### src/rtl/lfsr_gen.sv
// rtl/lfsr_gen.sv - Fibonacci/Galois LFSR with period measurement, threshold compare and lockup guard.
module lfsr_gen #(
  parameter int              WIDTH = 4,
  parameter int              MODE  = 0,
  parameter logic [WIDTH-1:0] POLY = 4'b1100,
  parameter logic [WIDTH-1:0] SEED = '1
) (
  input  logic             clk,
  input  logic             rst,
  input  logic             en,
  input  logic             load,
  input  logic [WIDTH-1:0] load_value,
  input  logic [WIDTH-1:0] threshold,
  output logic [WIDTH-1:0] state,
  output logic             bit_out,
  output logic             above,
  output logic             period_done,
  output logic [WIDTH-1:0] period_len,
  output logic             lockup
);

  logic [WIDTH-1:0] r_state;
  logic [WIDTH-1:0] r_start;
  logic [WIDTH-1:0] r_step_cnt;
  logic [WIDTH-1:0] r_period_len;
  logic             r_period_done;
  logic             r_lockup;

  logic [WIDTH-1:0] w_step;
  logic [WIDTH-1:0] w_next;
  logic             w_load_zero;
  logic             w_wrap;

  generate
    if (MODE == 0) begin : g_fib
      assign w_step = {r_state[WIDTH-2:0], ^(r_state & POLY)};
    end else begin : g_gal
      assign w_step = {r_state[WIDTH-2:0], 1'b0} ^ (r_state[WIDTH-1] ? POLY : '0);
    end
  endgenerate

  // A degenerate tap mask could step into zero; fall back to SEED so zero stays unreachable.
  assign w_next      = (w_step == '0) ? SEED : w_step;
  assign w_load_zero = (load_value == '0);
  assign w_wrap      = (w_next == r_start);

  always_ff @(posedge clk or posedge rst) begin
    if (rst) begin
      r_state       <= SEED;
      r_start       <= SEED;
      r_step_cnt    <= '0;
      r_period_len  <= '0;
      r_period_done <= 1'b0;
      r_lockup      <= 1'b0;
    end else begin
      r_period_done <= 1'b0;
      r_lockup      <= 1'b0;
      if (load) begin
        r_state    <= w_load_zero ? SEED : load_value;
        r_start    <= w_load_zero ? SEED : load_value;
        r_step_cnt <= '0;
        r_lockup   <= w_load_zero;
      end else if (en) begin
        r_state <= w_next;
        if (w_wrap) begin
          r_period_done <= 1'b1;
          r_period_len  <= r_step_cnt + 1'b1;
          r_step_cnt    <= '0;
        end else begin
          r_step_cnt <= r_step_cnt + 1'b1;
        end
      end
    end
  end

  assign state       = r_state;
  assign bit_out     = r_state[WIDTH-1];
  assign above       = (r_state > threshold);
  assign period_done = r_period_done;
  assign period_len  = r_period_len;
  assign lockup      = r_lockup;

endmodule

### config.mk
export PLATFORM = sky130hd
export DESIGN_NAME = lfsr_gen
export DESIGN_NICKNAME = d
export VERILOG_FILES = /design/src/rtl/lfsr_gen.sv
export SDC_FILE = /design/constraint.sdc
export NUM_CORES = 1
export LEC_CHECK = 0
export BUFFER_PORTS_ARGS = -buffer_cell sky130_fd_sc_hd__buf_2
export CORE_MARGIN = 3
export CORE_UTILIZATION = 57
export DETAILED_ROUTE_END_ITERATION = 8
export GPL_TIMING_DRIVEN = 0
export HOLD_SLACK_MARGIN = 0.1
export PLACE_DENSITY_LB_ADDON = 0.08
export SETUP_SLACK_MARGIN = 0.05
export SLEW_MARGIN = 20
export SYNTH_ARGS = -nofsm -noshare
export SYNTH_HDL_FRONTEND = slang
export SYNTH_SLANG_ARGS = --single-unit
### constraint.sdc
create_clock -name clk -period 2.9 [get_ports clk]
set_clock_uncertainty 0.2 [all_clocks]
set_input_delay 0.58 -clock clk [delete_from_list [all_inputs] [get_ports clk]]
set_output_delay 0.58 -clock clk [all_outputs]
set_load 0.005 [all_outputs]
After elaboration in Yosys (flattened, before gate mapping) --
Index checks and enable logic that the tools add are counted.
Word-level totals: memory bits (read-only) 0, bits of input ports 12, output and inout port bits 12, memories kept 0, register bits after elaboration 18, bits in latches 0, RAM bits 0
Cells by class: shift operators 0, add/sub/neg operators 1, reduce and logical (&&, ||, !) cells 5, magnitude comparators 1, eq/ne operators 1, multiply operators 0, div/mod/pow operators 0, mux-type cells 11, bitwise operators 1
Operators by type and width (count):
- $mux W4 | 7
- $logic_not A4 Y1 | 2
- $add A4 B1 Y4 const B | 1
- $eq A4 B4 Y1 | 1
- $gt A4 B4 Y1 | 1
- $mux W1 | 4
- $reduce_xor A4 Y1 | 1
- $reduce_and A3 Y1 | 1
- $reduce_bool A2 Y1 | 1
- $not A1 Y1 | 1

Logic depth before layout (Yosys ltp) --
depth in word-level cells 7, mapped depth 7

Worst setup path before layout --
No wires, ideal clock.
kind input to output, start input port threshold[1], end output port above, required time 2.120 ns, setup slack 0.734 ns, stages on the path 7, data arrival time 1.386 ns, buffers on the path 0, path through inv_1 > ha_1 > nor2b_1 > o21ai_0 > nand2b_1 > a21oi_1 > a41oi_1
Between the ends: longest elaborated chain between the ends 1
RTL lines:
- from (decl) | line 13 | input logic [WIDTH-1:0] threshold,
- $gt A4 B4 Y1 | line 78 | assign above = (r_state > threshold);
- to (decl) | line 16 | output logic above,
No other way between the ends.

Worst setup path after layout --
start register r_state[0] (netlist: state[0]), end output port above
Between the ends: longest elaborated chain between the ends 1
RTL lines:
- from (decl) | line 22 | logic [WIDTH-1:0] r_state;
- from (signal assigned) | line 59 | r_state <= w_load_zero ? SEED : load_value;
- from (signal assigned) | line 64 | r_state <= w_next;
- $gt A4 B4 Y1 | line 78
No other way between the ends.

==> run summary <==
Status - finished, final reports clean
Die area - 0.00251 sq mm
Sequential fraction of the synthesis area - 41.6%
Reg-to-Reg Start - state[0]
Clock root buffer - clkbuf_4
Post-CTS setup buffers - 0
Setup tns final - 0 ns
Tcrit/Tclk final - 91.1%
GRT Total Usage - 21.7%
Sw Pwr - 0.198 mW
Diodes inserted - 0
Cell area after layout - 0.00128 sq mm
Rows - 15
Post-DP HPWL - 1750 microns
WL/cell - 13.5 microns
# H-tree levels - 1
Core ar. - 0.00178 sq mm
Cell taking the most area after synthesis - dfrtp_1
Layout cells sized above 1 - 31.5%
Post-Synthesis Cells - 117
Fmax - 379 MHz
Drt first pass iters - 4
Yosys reg bits - 18
Clock power frac - 24.9%
Final Setup Violations - 0
Worst-path maximum fanout - 8
Commonest cells post-synth - nor2_1, dfrtp_1, inv_1
Final non-filler cell total - 168
Total global routing overflow - 0
Slowest CP cell - dfstp_2
Fin. Hold Viols - 0
Vias in the first global route - 984
Via/cell ratio - 5.58
CTS tree - yes
PostCTS Resize Cnt - 0
# IOs - 24
Post-Syn Area - 0.00111 sq mm
Pleak - 0.620 nW
Critical path class - flop to output pin
CP Capture Type - output pin
Post-synth EDFFs - 0
Initial antenna violation count - 0
Int Power - 0.447 mW
Place WS - 0.445 ns
Logic pwr share - 26.9%
Asr flop ratio synth - 100%
Largest net degree at the start of global routing - 19
CP cell instances - inv_1 -> ha_1 -> nor2b_1 -> o21ai_0 -> nand2b_1 -> a21oi_1 -> a41oi_1 -> buf_2
Initial core utilization - 62.0%
Worst Setup Slack, final - 0.259 ns
Top cell type's share of synthesized area - 22.6%
# placed instances - 164
Synth unique cells - 36
Worst-Skew Late Latency - 0.31 ns
CP required - 2.12 ns
Fin crit period - 2.64 ns
Die X - 50.1 microns
DRT Wirelength - 2260 microns
Vias - 938
Reg2Reg Setup Slack - 0.69 ns
Number of DRC markers in iteration 0 - 18
Pwr Total - 0.645 mW
Hold_buf cts - 0
CP Launch Type - flop
Reg power frac - 48.2%
Most frequent cell after synthesis - nor2_1
Synth area leaders - dfrtp_1, dfstp_2, ha_1
Residual DRC count - 0
Port buffer count - 22
Final nets - 161
Max-Cap Viols - 0
Worst Tran Pin Value - 0.645 ns
Crit path DAT - 1.86 ns
Yosys warnings - 0
Number of CTS-inserted buffers - 3
Peak VDD IR - 0.000386 V
Bufs on Longest Clock Path - 2
Hold WC Path Type - input port to async pin
Crit-path max cell delay - 0.61 ns
Global-route wire length before repair - 4100 microns
Area growth from synthesis to layout - 16.1%
Die Y - 50.1 microns
Worst setup path start - state[0]
Sw frac - 30.6%
Clk pin slew, worst setup/hold paths - 0.11 ns
Final Wtd Congestion - 0.822
Max-Slew Margin vs Limit - 56.9%
Unrepaired setup endpoints after global routing - false
Area of placed instances - 0.00125 sq mm
Syn nets - 134
Mean Syn Cell Area - 9.45 sq um
Power Density - 502 mW/mm^2
CTS sink count - 18
Top_reg_cell synth - dfrtp_1
Max Slew Vio Count - 0
ANT nets after route - 0
==> logic make-up (layout without fill, tap and decap cells) <==
logic type,Yosys count,after routing,synth area share (%)
muxes,6,6,5.77
DFF,18,18,41.6
adders and majority gates,5,5,5.66
xor gates and xnor gates,5,5,3.96
and+or+nand+nor,42,42,20.1
AOI/OAI and AO/OA,25,25,15.4
buffers and inverters,16,42,7.47
==> registers in the layout, summed over array words and instances, names as in the netlist <==
name,cells
period_len,4
lockup,1
state,4
r_step_cnt,4
period_done,1
r_start,4
==> power by group through the flow <==
| stage | sequential (mW) | clock [mW] | combinational (mW) |
|---|---|---|---|
| global placement | 0.313 | 0 | 0.165 |
| detailed placement | 0.315 | 0 | 0.173 |
| finish | 0.311 | 0.160 | 0.173 |
| floorplan | 0.314 | 0 | 0.117 |
| global route | 0.316 | 0.174 | 0.196 |
| CTS | 0.310 | 0.161 | 0.174 |
==> worst max-delay path: cells and delay by family, from the launching register on <==
family | cells | cell delay, ns
adders and majority gates | 1 | 0.19
DFF | 1 | 0.61
buffers and inverters | 2 | 0.24
AOI/OAI and AO/OA | 3 | 0.31
and+or+nand+nor | 2 | 0.20
==> metrics by stage <==
step	hold slack, ns	utilization [%]
floorplan	0.274	-
global placement	0.283	70.0
detailed placement	0.291	70.0
CTS	0.165	72.0
global route	0.178	72.0
finish	0.133	72.0
==> area by class of cell <==
class | count | area [sq um]
inverters | 9 | 33.8
multi-input cells | 83 | 563
flip-flops and latches | 18 | 460
clock buffers | 4 | 36.3
fillers | 157 | 499
repair buffers | 22 | 110
plain buffers | 7 | 48.8
well taps | 25 | 31.3
==> layout by cell type (no fill, tap or decap), drive strengths merged, types with 3 or more instances in the layout <==
cell type,instances
buf,26
nor2,16
dfrtp,10
inv,9
nand2b,8
dfstp,8
o21ai,7
clkbuf,7
nand2,5
ha,5
a21oi,5
mux2i,3
a211oi,3
xnor2,3
mux2,3
nor3,3
==> layer usage <==
layer	up-vias	wire (microns)	global-route usage (%)
met4	0	61	11.5
met5	-	0	0
met3	7	128	3.93
met1	438	969	25.4
met2	30	1100	37.0
li1	463	-	-
==> path summary, 6_finish.rpt <==
kind                                  to  cells past startpoint
hold reg to reg            period_len[1]                      1
setup reg to reg           period_len[1]                      5
setup / recovery                   above                      8
max in group asynchronous  period_len[1]                      2
hold / removal             r_step_cnt[2]                      2
min in group clk           period_len[1]                      1
Power figures use the tool's default switching activity.
